$ cat src/rtl/sga_step_sequencer_if.sv
// -----------------------------------------------------------------------------
// sga_step_sequencer_if
// Bundles the signals between the snake step sequencer, the game UC and the
// SGA_FD datapath.
//
//   UC -> sequencer      : enable, pause
//   player -> sequencer  : buttons (one-hot direction request)
//   datapath -> seq.     : size, is_at_apple, is_at_border, is_at_body,
//                          render_finish
//   sequencer -> datapath: direction, load_head, register_apple, count_size,
//                          render_clr, render_count
//   sequencer -> UC      : step_done, hit, db_state
//
// Modports: master = the sequencer, slave = the UC/datapath side.
//
// Signalling: there is no valid/ready handshake on this bus. Every command
// output is a single-cycle pulse that the datapath acts on at the next rising
// clock edge, with no acknowledge. render_count is the one exception: it stays
// high for as long as the datapath holds render_finish low during the render
// loop, and the datapath shifts one body segment per high cycle.
// -----------------------------------------------------------------------------
interface sga_step_sequencer_if;
  logic       enable;
  logic       pause;
  logic [3:0] buttons;
  logic [3:0] size;
  logic       is_at_apple;
  logic       is_at_border;
  logic       is_at_body;
  logic       render_finish;
  logic [1:0] direction;
  logic       load_head;
  logic       register_apple;
  logic       count_size;
  logic       render_clr;
  logic       render_count;
  logic       step_done;
  logic       hit;
  logic [3:0] db_state;

  modport master (
    input  enable, pause, buttons, size, is_at_apple, is_at_border,
           is_at_body, render_finish,
    output direction, load_head, register_apple, count_size, render_clr,
           render_count, step_done, hit, db_state
  );

  modport slave (
    output enable, pause, buttons, size, is_at_apple, is_at_border,
           is_at_body, render_finish,
    input  direction, load_head, register_apple, count_size, render_clr,
           render_count, step_done, hit, db_state
  );
endinterface

$ cat src/rtl/sga_step_sequencer.sv
// -----------------------------------------------------------------------------
// sga_step_sequencer
// Per-move controller for the Snake Game Arcade datapath. It generates the
// play-time tick, filters the player's direction requests, and sequences one
// snake step per tick: head load, collision check, optional growth, then the
// body-shift render loop.
//
// Ports
//   clock      : system clock, rising edge
//   restart_n  : asynchronous active-low reset
//   bus        : sga_step_sequencer_if.master (control, flags, pulses, debug)
//
// Parameters
//   TICK_CYCLES : unpaused clock cycles between snake steps (>= 2)
//   MAX_SIZE    : largest snake size; growth is suppressed at this value
// -----------------------------------------------------------------------------
module sga_step_sequencer #(
  parameter int TICK_CYCLES = 25000000,
  parameter int MAX_SIZE    = 15
) (
  input  logic                 clock,
  input  logic                 restart_n,
  sga_step_sequencer_if.master bus
);

  localparam int CW = $clog2(TICK_CYCLES);
  localparam logic [CW-1:0] TICK_LAST  = CW'(TICK_CYCLES - 1);
  localparam logic [3:0]    MAX_SIZE_V = 4'(MAX_SIZE);

  localparam logic [3:0] S_IDLE        = 4'd0;
  localparam logic [3:0] S_WAIT_TICK   = 4'd1;
  localparam logic [3:0] S_LATCH_DIR   = 4'd2;
  localparam logic [3:0] S_LOAD_HEAD   = 4'd3;
  localparam logic [3:0] S_CHECK       = 4'd4;
  localparam logic [3:0] S_GROW        = 4'd5;
  localparam logic [3:0] S_RENDER_INIT = 4'd6;
  localparam logic [3:0] S_RENDER      = 4'd7;
  localparam logic [3:0] S_DONE        = 4'd8;
  localparam logic [3:0] S_HIT         = 4'd9;

  logic [3:0]    state_q, state_d;
  logic [CW-1:0] cnt_q, cnt_d;
  logic [1:0]    dir_q, dir_d;
  logic [1:0]    pend_q, pend_d;
  logic          grow_ok_q, grow_ok_d;

  // One-hot button decode. Direction code: 00=right 01=down 10=left 11=up,
  // so the opposite of any direction is that code with bit 1 flipped.
  logic [1:0] req_dir;
  logic       req_onehot;
  logic       req_accept;

  always_comb begin
    req_dir    = 2'b00;
    req_onehot = 1'b0;
    case (bus.buttons)
      4'b0001: begin req_dir = 2'b00; req_onehot = 1'b1; end
      4'b0010: begin req_dir = 2'b01; req_onehot = 1'b1; end
      4'b0100: begin req_dir = 2'b10; req_onehot = 1'b1; end
      4'b1000: begin req_dir = 2'b11; req_onehot = 1'b1; end
      default: begin req_dir = 2'b00; req_onehot = 1'b0; end
    endcase
  end

  // A request is rejected if it reverses the direction being travelled or
  // the one already queued for the next step. Checking the queued value too
  // stops "up then down" within one tick from undoing the earlier turn, and
  // checking the travelled one keeps a two-press sequence from producing a
  // 180-degree turn into the body.
  assign req_accept = req_onehot
                   && (req_dir != (dir_q  ^ 2'b10))
                   && (req_dir != (pend_q ^ 2'b10));

  always_comb begin
    state_d   = state_q;
    cnt_d     = cnt_q;
    dir_d     = dir_q;
    pend_d    = pend_q;
    grow_ok_d = grow_ok_q;

    if ((state_q != S_IDLE) && req_accept) begin
      pend_d = req_dir;
    end

    if (!bus.enable) begin
      // UC left play state: abandon whatever step is in flight.
      state_d = S_IDLE;
      cnt_d   = '0;
    end else begin
      case (state_q)
        S_IDLE: begin
          state_d = S_WAIT_TICK;
          cnt_d   = '0;
        end
        S_WAIT_TICK: begin
          if (!bus.pause) begin
            if (cnt_q == TICK_LAST) begin
              state_d = S_LATCH_DIR;
              cnt_d   = '0;
            end else begin
              cnt_d = cnt_q + CW'(1);
            end
          end
        end
        S_LATCH_DIR: begin
          dir_d   = pend_q;
          state_d = S_LOAD_HEAD;
        end
        S_LOAD_HEAD: state_d = S_CHECK;
        S_CHECK: begin
          // Capture the size test here so count_size is a pure state decode.
          grow_ok_d = (bus.size < MAX_SIZE_V);
          if (bus.is_at_border || bus.is_at_body) begin
            state_d = S_HIT;
          end else if (bus.is_at_apple) begin
            state_d = S_GROW;
          end else begin
            state_d = S_RENDER_INIT;
          end
        end
        S_GROW:        state_d = S_RENDER_INIT;
        S_RENDER_INIT: state_d = S_RENDER;
        S_RENDER: begin
          if (bus.render_finish) begin
            state_d = S_DONE;
          end
        end
        S_DONE: begin
          state_d = S_WAIT_TICK;
          cnt_d   = '0;
        end
        S_HIT:   state_d = S_HIT;
        default: state_d = S_IDLE;
      endcase
    end
  end

  always_ff @(posedge clock or negedge restart_n) begin
    if (!restart_n) begin
      state_q   <= S_IDLE;
      cnt_q     <= '0;
      dir_q     <= 2'b00;
      pend_q    <= 2'b00;
      grow_ok_q <= 1'b0;
    end else begin
      state_q   <= state_d;
      cnt_q     <= cnt_d;
      dir_q     <= dir_d;
      pend_q    <= pend_d;
      grow_ok_q <= grow_ok_d;
    end
  end

  // Outputs are decoded from registered state; render_count is the only one
  // that also looks at an input, so the loop stops on the finishing cycle.
  assign bus.direction      = dir_q;
  assign bus.load_head      = (state_q == S_LOAD_HEAD);
  assign bus.register_apple = (state_q == S_GROW);
  assign bus.count_size     = (state_q == S_GROW) && grow_ok_q;
  assign bus.render_clr     = (state_q == S_RENDER_INIT);
  assign bus.render_count   = (state_q == S_RENDER) && !bus.render_finish;
  assign bus.step_done      = (state_q == S_DONE);
  assign bus.hit            = (state_q == S_HIT);
  assign bus.db_state       = state_q;

endmodule

$ cat src/flat_wrapper.sv
// flat-port wrapper written by rule: the top's interface ports become plain ports
module sga_step_sequencer_flat 
#(
  parameter int TICK_CYCLES = 25000000,
  parameter int MAX_SIZE    = 15
)
  (clock, restart_n, bus_enable, bus_pause, bus_buttons, bus_size, bus_is_at_apple, bus_is_at_border, bus_is_at_body, bus_render_finish, bus_direction, bus_load_head, bus_register_apple, bus_count_size, bus_render_clr, bus_render_count, bus_step_done, bus_hit, bus_db_state);
  sga_step_sequencer_if bus_i ();
  input  logic clock;
  input  logic restart_n;
  input wire logic [$bits(bus_i.enable)-1:0] bus_enable;
  input wire logic [$bits(bus_i.pause)-1:0] bus_pause;
  input wire logic [$bits(bus_i.buttons)-1:0] bus_buttons;
  input wire logic [$bits(bus_i.size)-1:0] bus_size;
  input wire logic [$bits(bus_i.is_at_apple)-1:0] bus_is_at_apple;
  input wire logic [$bits(bus_i.is_at_border)-1:0] bus_is_at_border;
  input wire logic [$bits(bus_i.is_at_body)-1:0] bus_is_at_body;
  input wire logic [$bits(bus_i.render_finish)-1:0] bus_render_finish;
  output wire logic [$bits(bus_i.direction)-1:0] bus_direction;
  output wire logic [$bits(bus_i.load_head)-1:0] bus_load_head;
  output wire logic [$bits(bus_i.register_apple)-1:0] bus_register_apple;
  output wire logic [$bits(bus_i.count_size)-1:0] bus_count_size;
  output wire logic [$bits(bus_i.render_clr)-1:0] bus_render_clr;
  output wire logic [$bits(bus_i.render_count)-1:0] bus_render_count;
  output wire logic [$bits(bus_i.step_done)-1:0] bus_step_done;
  output wire logic [$bits(bus_i.hit)-1:0] bus_hit;
  output wire logic [$bits(bus_i.db_state)-1:0] bus_db_state;
  assign bus_i.enable = bus_enable;
  assign bus_i.pause = bus_pause;
  assign bus_i.buttons = bus_buttons;
  assign bus_i.size = bus_size;
  assign bus_i.is_at_apple = bus_is_at_apple;
  assign bus_i.is_at_border = bus_is_at_border;
  assign bus_i.is_at_body = bus_is_at_body;
  assign bus_i.render_finish = bus_render_finish;
  assign bus_direction = bus_i.direction;
  assign bus_load_head = bus_i.load_head;
  assign bus_register_apple = bus_i.register_apple;
  assign bus_count_size = bus_i.count_size;
  assign bus_render_clr = bus_i.render_clr;
  assign bus_render_count = bus_i.render_count;
  assign bus_step_done = bus_i.step_done;
  assign bus_hit = bus_i.hit;
  assign bus_db_state = bus_i.db_state;
  sga_step_sequencer #(.TICK_CYCLES(TICK_CYCLES), .MAX_SIZE(MAX_SIZE)) u_core (.clock(clock), .restart_n(restart_n), .bus(bus_i));
endmodule
$ cat config.mk
export PLATFORM = sky130hd
export DESIGN_NAME = sga_step_sequencer_flat
export DESIGN_NICKNAME = d
export VERILOG_FILES = /design/src/rtl/sga_step_sequencer_if.sv /design/src/rtl/sga_step_sequencer.sv /design/src/flat_wrapper.sv
export SDC_FILE = /design/constraint.sdc
export NUM_CORES = 1
export LEC_CHECK = 0
export ABC_CLOCK_PERIOD_IN_PS = 3100
export BUFFER_PORTS_ARGS = -buffer_cell sky130_fd_sc_hd__buf_2
export CORE_MARGIN = 2
export CORE_UTILIZATION = 45
export CTS_BUF_LIST = sky130_fd_sc_hd__clkbuf_16
export DETAILED_ROUTE_END_ITERATION = 6
export PLACE_DENSITY_LB_ADDON = 0.25
export SLEW_MARGIN = 20
export SYNTH_ARGS = -nofsm -noshare
export SYNTH_HDL_FRONTEND = slang
export SYNTH_SLANG_ARGS = --single-unit
$ cat constraint.sdc
create_clock -name clock -period 3.1 [get_ports clock]
set_input_delay 0.31 -clock clock [delete_from_list [all_inputs] [get_ports clock]]
set_output_delay 0.31 -clock clock [all_outputs]
set_load 0.02 [all_outputs]
==> metrics.yaml <==
global_routing:
  antenna_found_initial: 0
  grt_pass1_vias: 1686
  grt.total_usage: 0.191
  overflow: 0
  grt_pass1_wl_mm: 8.01
  grt_start_max_net_pins: 35
synthesis:
  syn_area_um2: 2180
  synth_top_area_cell: "dfrtp_1"
  synth.avg_cell_area_um2: 8.82
  syn_inst: 247
  synth.distinct_cells: 57
  synth_edf_count: 0
  ys_seq_area_frac: 0.391
  synthArstFlopShare: 1.00
  synth.area.top_cells: "dfrtp_1 (39%), nand2_1 (4.1%), a31oi_1 (3.7%)"
  ys_warn_count: 0
  syn-num-nets: 264
  ys_ff_latch: 34
  synth_flop_cell: "dfrtp_1"
  synth_top_area_share: 0.391
timing:
  worstMarginPinSlew_ns: 0.760
  rsz0062_at_grt: "no"
  clock_skew_ns: 0.00489
  period_minus_slack_ns: 2.18
  clock.fmax_ghz: 0.458
  setup_viol: 0
  maxSlewViolCount: 0
  finalCritPeriodShare: 0.705
  hold_violations: 0
  tns_ns: 0
  max_slew_margin: 0.493
floorplan:
  row_count: 25
  die_h_um: 73.6
  die_w_um: 73.6
  start_util: 0.464
  io_pins: 29
  core_um2: 4690
  dieArea_um2: 5410
clocking:
  cts_buffer_depth: 2
  cts_setup_buffers: 0
  cts_tree: "yes"
  root_buffer: "clkbuf_16"
  cts_made_buffers: 5
  clkLatencyLatePin_ns: 0.28
  ctsResizeCount: 0
  clk_pin_slew_ns: 0.05
  cts_sinks: 34
  htreeDepth: 2
  cts-hold-fix-buffers: 0
power_and_ir_drop:
  intPower_uw: 982
  p_comb_frac: 0.317
  sw_frac_of_total: 0.366
  worst_ir_drop_vdd_mv: 0.287
  seqPwrFrac: 0.379
  p_switching_uw: 568
  power.clock.fraction: 0.304
  power.density_nw_per_um2: 631
  p_leak_uw: 0.00101
detailed_routing:
  detail-route-antenna-nets: 0
  wl_mm: 4.83
  vias: 1942
  dr.pass1.iters: 4
  wire_per_inst_um: 14.9
  drc: 0
  via_per_inst: 5.99
  drt_iter0_markers: 155
finish:
  fill_cells: 435
  mostFrequentLayoutCells: "dfrtp_1 (34), buf_2 (28), nand2_1 (24), nor2_1 (15), nor3_1 (15)"
  final_common_cell: "dfrtp_1"
  area_delta_synth_final_pct: 12.9
  postLayoutCellArea_um2: 2460
  final_cells: 324
  drive_above_1_share: 0.189
  n_antenna_cell: 0
  layout.nets: 286
setup_path:
  criticalPathCategory: "register to register"
  cp-end-kind: "register"
  start_kind: "register"
  worstPathMaxFanout: 13
  crit_start: "u_core.bus.db_state[1]$_DFFE_PN0P_"
  cp_data_arrival_time_ns: 2.35
  r2r_setup_slack_ns: 0.92
  cp_data_required_time_ns: 3.27
  worstReg2RegStart: "u_core.bus.db_state[1]$_DFFE_PN0P_"
placement:
  dp.cells: 316
  dp_hpwl_mm: 3.35
  place_congestion: 0.802
  postPlaceCellArea_um2: 2320
  io_buffers: 28
run:
  maxCapViolCount: 0
outcome:
  status: "complete, no violations"
min_path:
  holdCritPathClass: "primary input to asynchronous set/reset pin"
-- cells in the mapped netlist (all sizes together), types with 4 or more instances --
library cell  count
o21ai            20
inv               7
mux2              4
a21oi             9
dfrtp            34
o31ai             4
clkbuf            9
or4               6
nand2b            8
nor2b             5
a31oi            13
nor3             15
nor2             16
nand3            12
buf               5
nand2            24
nand4             8
-- final timing paths --
kind,to,cells past startpoint
min reg2reg,u_core.bus.direction[1]$_DFFE_PN0P_,1
max reg2reg,u_core.cnt_q[11]$_DFFE_PN0P_,5
min in group clock,u_core.bus.db_state[2]$_DFFE_PN0P_,4
max in group asynchronous,u_core.bus.direction[0]$_DFFE_PN0P_,1
min,u_core.cnt_q[20]$_DFFE_PN0P_,1
max,u_core.cnt_q[11]$_DFFE_PN0P_,5
-- cells by family (layout without fill, tap and decap cells) --
logic type	Yosys count	in the layout	synth area share
and+or+nand+nor	113	113	0.294
AOI/OAI and AO/OA	66	66	0.209
DFF	34	34	0.391
buffers and inverters	21	44	0.0471
muxes	7	7	0.0345
xor gates and xnor gates	5	5	0.0201
adders and majority gates	1	1	0.00574
-- flip-flops by register name, summed over array words and instances (netlist names) --
name,cells
u_core.bus.db_state,4
u_core.bus.direction,2
u_core.cnt_q,25
u_core.pend_q,2
u_core.grow_ok_q,1
-- power by group through the flow --
stage	combinational, uW	clock (uW)	sequential (uW)
after floorplan	396	0	584
after global placement	486	0	595
after detailed placement	493	0	597
after CTS	494	473	589
after global routing	550	496	603
final	492	471	588
-- area by class of cell --
cell class | count | area [um^2] | share of cell area
inverters | 7 | 26.3 | 0.0107
flip-flops and latches | 34 | 851 | 0.346
well taps | 54 | 67.6 | 0.0275
clock inverters | 3 | 11.3 | 0.00458
multi-input cells | 192 | 1230 | 0.500
clock buffers | 5 | 125 | 0.0509
repair buffers | 29 | 148 | 0.0601
-- critical path, cell delays in order (launching register included) --
cell and delay, ns:
dfrtp_1 0.52, or2_2 0.41, o21ai_0 0.47, o21bai_4 0.31, nor3_1 0.12, a22o_1 0.24
-- routing by layer --
layer,wire length [um],global-route usage
met1,2370,0.275
met4,39,0.0525
met3,132,0.0480
met5,0,0
met2,2290,0.283
-- through the flow --
step	setup WS (ns)	utilization	hold WS, ns	power (uW)
2_1_floorplan	1.08	-	0.0144	980
3_3_place_gp	0.955	0.495	0.433	1080
3_5_place_dp	0.895	0.495	0.430	1090
4_1_cts	0.923	0.524	0.134	1560
5_1_grt	0.726	0.524	0.176	1650
6_report	0.916	0.524	0.102	1550
Power figures use the tool's default switching activity.
